**config.mk**
```make
export PLATFORM = sky130hd
export DESIGN_NAME = port_egress_queue
export DESIGN_NICKNAME = d
export VERILOG_FILES = /design/src/rtl/port_egress_queue.sv
export SDC_FILE = /design/constraint.sdc
export NUM_CORES = 1
export LEC_CHECK = 0
export CORE_UTILIZATION = 52
export CTS_CLUSTER_SIZE = 20
export DETAILED_ROUTE_END_ITERATION = 7
export PLACE_DENSITY = 0.87
export SLEW_MARGIN = 20
export SYNTH_ARGS = -nofsm -noshare
export SYNTH_HDL_FRONTEND = slang
export SYNTH_SLANG_ARGS = --single-unit
```
**constraint.sdc**
```tcl
create_clock -name clk -period 4.8 [get_ports clk]
set_input_delay 0.96 -clock clk [delete_from_list [all_inputs] [get_ports clk]]
set_output_delay 0.96 -clock clk [all_outputs]
set_load 0.1 [all_outputs]
```
**src/rtl/port_egress_queue.sv**
```systemverilog
// Egress queue for one switch port: round-robin arbitration over four ingress
// offers feeding a first-word fall-through FIFO of {source, target, data} packets.
`timescale 1ns/1ps
module port_egress_queue #(
  parameter int DEPTH  = 4,
  parameter int DATA_W = 8,
  parameter int ADDR_W = 4
) (
  input  logic                      clk,
  input  logic                      rst,
  input  logic [3:0]                req_valid,
  input  logic [4*ADDR_W-1:0]       req_source,
  input  logic [4*ADDR_W-1:0]       req_target,
  input  logic [4*DATA_W-1:0]       req_data,
  output logic [3:0]                req_ready,
  output logic                      valid_out,
  output logic [ADDR_W-1:0]         source_out,
  output logic [ADDR_W-1:0]         target_out,
  output logic [DATA_W-1:0]         data_out,
  input  logic                      ready_out,
  output logic [$clog2(DEPTH):0]    count,
  output logic [15:0]               pkt_cnt
);
  localparam int PTR_W = $clog2(DEPTH);
  localparam int CNT_W = PTR_W + 1;
  localparam int ENT_W = 2*ADDR_W + DATA_W;

  logic [ENT_W-1:0] mem_q [DEPTH];
  logic [ENT_W-1:0] mem_d [DEPTH];
  logic [PTR_W-1:0] wr_ptr_q, wr_ptr_d;
  logic [PTR_W-1:0] rd_ptr_q, rd_ptr_d;
  logic [CNT_W-1:0] count_q, count_d;
  logic [1:0]       rr_ptr_q, rr_ptr_d;
  logic [15:0]      pkt_cnt_q, pkt_cnt_d;

  logic             pop, push, can_accept, found;
  logic [1:0]       gnt_idx, idx;
  logic [ENT_W-1:0] wr_entry;

  always_comb begin
    pop        = (count_q != '0) && ready_out;
    // A full queue still accepts when the head leaves in the same cycle.
    can_accept = !rst && ((count_q != CNT_W'(DEPTH)) || pop);

    found   = 1'b0;
    gnt_idx = rr_ptr_q;
    idx     = rr_ptr_q;
    for (int k = 0; k < 4; k++) begin
      idx = rr_ptr_q + 2'(k);
      if (!found && req_valid[idx]) begin
        found   = 1'b1;
        gnt_idx = idx;
      end
    end

    push      = found && can_accept;
    req_ready = push ? (4'b0001 << gnt_idx) : 4'b0000;
    wr_entry  = {req_source[int'(gnt_idx)*ADDR_W +: ADDR_W],
                 req_target[int'(gnt_idx)*ADDR_W +: ADDR_W],
                 req_data[int'(gnt_idx)*DATA_W +: DATA_W]};

    mem_d = mem_q;
    if (push) mem_d[wr_ptr_q] = wr_entry;

    wr_ptr_d  = push ? wr_ptr_q + PTR_W'(1) : wr_ptr_q;
    rd_ptr_d  = pop  ? rd_ptr_q + PTR_W'(1) : rd_ptr_q;
    rr_ptr_d  = push ? gnt_idx + 2'd1 : rr_ptr_q;
    pkt_cnt_d = pop  ? pkt_cnt_q + 16'd1 : pkt_cnt_q;

    case ({push, pop})
      2'b10:   count_d = count_q + CNT_W'(1);
      2'b01:   count_d = count_q - CNT_W'(1);
      default: count_d = count_q;
    endcase
  end

  always_ff @(posedge clk) begin
    if (rst) begin
      wr_ptr_q  <= '0;
      rd_ptr_q  <= '0;
      count_q   <= '0;
      rr_ptr_q  <= '0;
      pkt_cnt_q <= '0;
    end else begin
      wr_ptr_q  <= wr_ptr_d;
      rd_ptr_q  <= rd_ptr_d;
      count_q   <= count_d;
      rr_ptr_q  <= rr_ptr_d;
      pkt_cnt_q <= pkt_cnt_d;
    end
  end

  // Packet storage carries no reset; occupancy alone decides what is valid.
  always_ff @(posedge clk) begin
    mem_q <= mem_d;
  end

  assign valid_out                          = (count_q != '0);
  assign {source_out, target_out, data_out} = mem_q[rd_ptr_q];
  assign count                              = count_q;
  assign pkt_cnt                            = pkt_cnt_q;
endmodule

```
==> results.yml <==
yosys:
  yosysSeqAreaShare_pct: 57.9
  syn_nets: 411
  yosysTopAreaCellShare_pct: 45.9
  yosysUniqueCellTypes: 40
  synth_area_mm2: 0.00418
  ys_warn_count: 0
  yosysTopAreaCell: "edfxtp_1"
  synth_area_leaders: "edfxtp_1, dfxtp_1, mux4_2"
  synth.avg_cell_area_um2: 12.7
  synth_cells: 329
  ys_ff_latch: 89
placed_design:
  gp_congestion: 0.773
  io_buffers: 110
  dp_hpwl_mm: 7.02
  place_ws_ns: 0.839
sta:
  final-setup-viol-count: 0
  rsz0062_at_grt: "no"
  fin_ws_ns: 0.837
  worst_pin_slew_ns: 1.02
  finalSetupTns_ns: 0
  post-route-period-util_pct: 82.6
  fmax_ghz: 0.252
  finClkSkew_ns: 0.00964
  report.final.hold_viol_count: 0
  fin_crit_ns: 3.96
  slew_headroom_pct: 32.0
  report.final.slew_viol_count: 0
worst_setup_path:
  r2r_cells: 6
  worstSetupPathType: "in2out"
  rrSetupSlack_ns: 2.46
  crit_required_ns: 3.84
  path_depth: 8
  crit_path_top_delay_cell: "clkdlybuf4s50_1"
  start_kind: "input port"
  arrival_ns: 3.00
  cp-end-kind: "output port"
  critical_path.top_delay_family: "buffers and inverters"
  crit_fanout: 34
  critPathBufInv: 3
  cp_cell_sequence: "clkdlybuf4s50_1 > and3b_1 > a2111oi_2 > or2_1 > inv_8 > ha_1 > and2_1 > buf_12"
  cp_slowest_stage_delay_ns: 0.59
global_routing:
  use_met2_pct: 45.7
  track_usage_pct: 24.2
  grt_max_degree: 35
  antenna_found_initial: 0
  grt_pass1_vias: 3139
  grt_pass1_wl_mm: 15.4
  grt-busiest-layer: "met2"
  grt_util_met1_pct: 26.7
  gr-total-overflow: 0
  use_met3_pct: 3.65
power_and_ir_drop:
  vdd_drop_max_mv: 0.396
  power_density_mw_per_mm2: 575
  p_leak_nw: 1.89
hold_path:
  min_path_cells: 2
  hold_class: "reg2reg"
status:
  status: "finished clean"
run:
  maxCapViolations: 0
detailed_routing:
  detail_route.wirelength_mm: 9.69
  drtPass1Iterations: 4
  drt_iter0_markers: 159
  routed_via_density: 5.54
  postRouteAntennaNets: 0
  wl_per_cell_um: 17.9
  vias: 3003
  drc: 0
clock_tree:
  cts-root-buf: "clkbuf_8"
  cts_setup_buffers: 0
  clk_latency_ns: 0.35
  ctsHoldBuffers: 0
  numCtsBuffers: 9
  clk_pin_slew_ns: 0.08
  cts_resized: 0
  cts.sinks: 89
  cts_tree: "yes"
  htreeDepth: 3
  cts_buffer_depth: 2
cells_and_area:
  syn2layout_area_growth_pct: 32.3
  drive_above_1_share_pct: 12.0
  diodes: 0
  final_nets: 517
floorplanning:
  die_area_mm2: 0.00841
  ios: 111
  initial_core_util_pct: 53.9
  core-area_mm2: 0.00777
  rows: 32
  die_h_um: 91.7
  fp.dieW_um: 91.7
-- metal layers --
| metal | routed length [µm] | share of wire (%) |
|---|---|---|
| met4 | 277 | 2.9 |
| met2 | 5300 | 55 |
| met3 | 451 | 4.7 |
| met5 | 0 | 0 |
| met1 | 3670 | 38 |
-- power by group --
part / leakage, nW / switching, mW / internal (mW)
clock network: 0.0869 / 0.252 / 0.203
registers: 0.789 / 0.0774 / 1.04
logic: 1.01 / 1.14 / 0.468
-- Yosys cell counts (all sizes together) --
master	number
nor4b	1
clkbuf	8
and4	1
mux2i	1
o31ai	3
o21ai	3
mux4	16
or3	3
edfxtp	64
nor3	3
or2	1
inv	11
a32oi	16
nand2	56
nor4	1
o221ai	1
ha	10
nand4	6
buf	12
fa	1
xnor2	6
xor2	13
nand3	4
nor2b	3
a21oi	21
o311ai	1
and3	2
a2111oi	1
dfxtp	25
o31a	1
and3b	1
and2	8
nor2	24
o21a	1
-- layout make-up --
type	instances	area (µm²)
Clock buffer	12	145
Multi-Input combinational cell	209	1580
Inverter	11	48.8
Fill cell	527	2230
Clock inverter	4	27.5
Sequential cell	89	2420
Timing Repair Buffer	115	1180
Tap cell	102	128
-- placed cells by master (no fill, tap or decap), drive strengths merged, types with 2 or more instances in the layout --
cell type / n
or3: 3
nand4: 6
buf: 9
nand2: 56
edfxtp: 64
xor2: 13
mux4: 16
xnor2: 6
nand3: 4
a32oi: 16
a21oi: 21
nor2: 24
dfxtp: 25
and2: 8
nor2b: 3
o21ai: 3
clkbuf: 12
and3: 2
nor3: 3
o31ai: 3
clkdlybuf4s50: 106
inv: 12
ha: 10
clkinv: 2
-- kinds of logic (layout without fill, tap and decap cells) --
| logic type | Yosys count | after routing | share of synthesized area, % |
|---|---|---|---|
| buf+inv | 31 | 142 | 4.52 |
| flops | 89 | 89 | 57.9 |
| mux | 17 | 17 | 8.85 |
| simple gates | 114 | 114 | 12.2 |
| xor+xnor | 19 | 19 | 3.98 |
| compound gates | 48 | 48 | 9.06 |
| fa+ha+maj | 11 | 11 | 3.47 |
-- stage by stage --
step,power (mW),hold slack [ns],instances,utilization [%],instance area (µm²)
2_1_floorplan,2.37,0.506,329,-,4180
3_3_place_gp,2.69,0.487,526,69.0,5360
3_5_place_dp,2.75,0.516,526,69.0,5360
4_1_cts,3.20,0.530,542,71.2,5530
5_1_grt,3.31,0.561,542,71.2,5530
6_report,3.18,0.531,542,71.2,5530
-- state kept, by name, indices dropped and copies added (netlist names) --
signal	flops
count	3
rd_ptr_q	2
mem_q	64
pkt_cnt	16
wr_ptr_q	2
rr_ptr_q	2
-- worst min-delay path, delay by kind of cell, from the launching register on --
kind             cells  cell delay [ns]
XOR/XNOR             1             0.07
flip-flops           1             0.36
AND/OR/NAND/NOR      1             0.07
-- path summary, 6_finish.rpt --
path | endpoint | start
max | req_ready[1] | req_valid[3]
min | pkt_cnt[15]$_SDFFE_PP0P_ | pkt_cnt[15]$_SDFFE_PP0P_
max reg2reg | mem_q[52]$_DFFE_PP_ | rr_ptr_q[1]$_SDFFE_PP0P_
min reg2reg | pkt_cnt[15]$_SDFFE_PP0P_ | pkt_cnt[15]$_SDFFE_PP0P_
No activity file was read; power rests on OpenSTA's default activity.
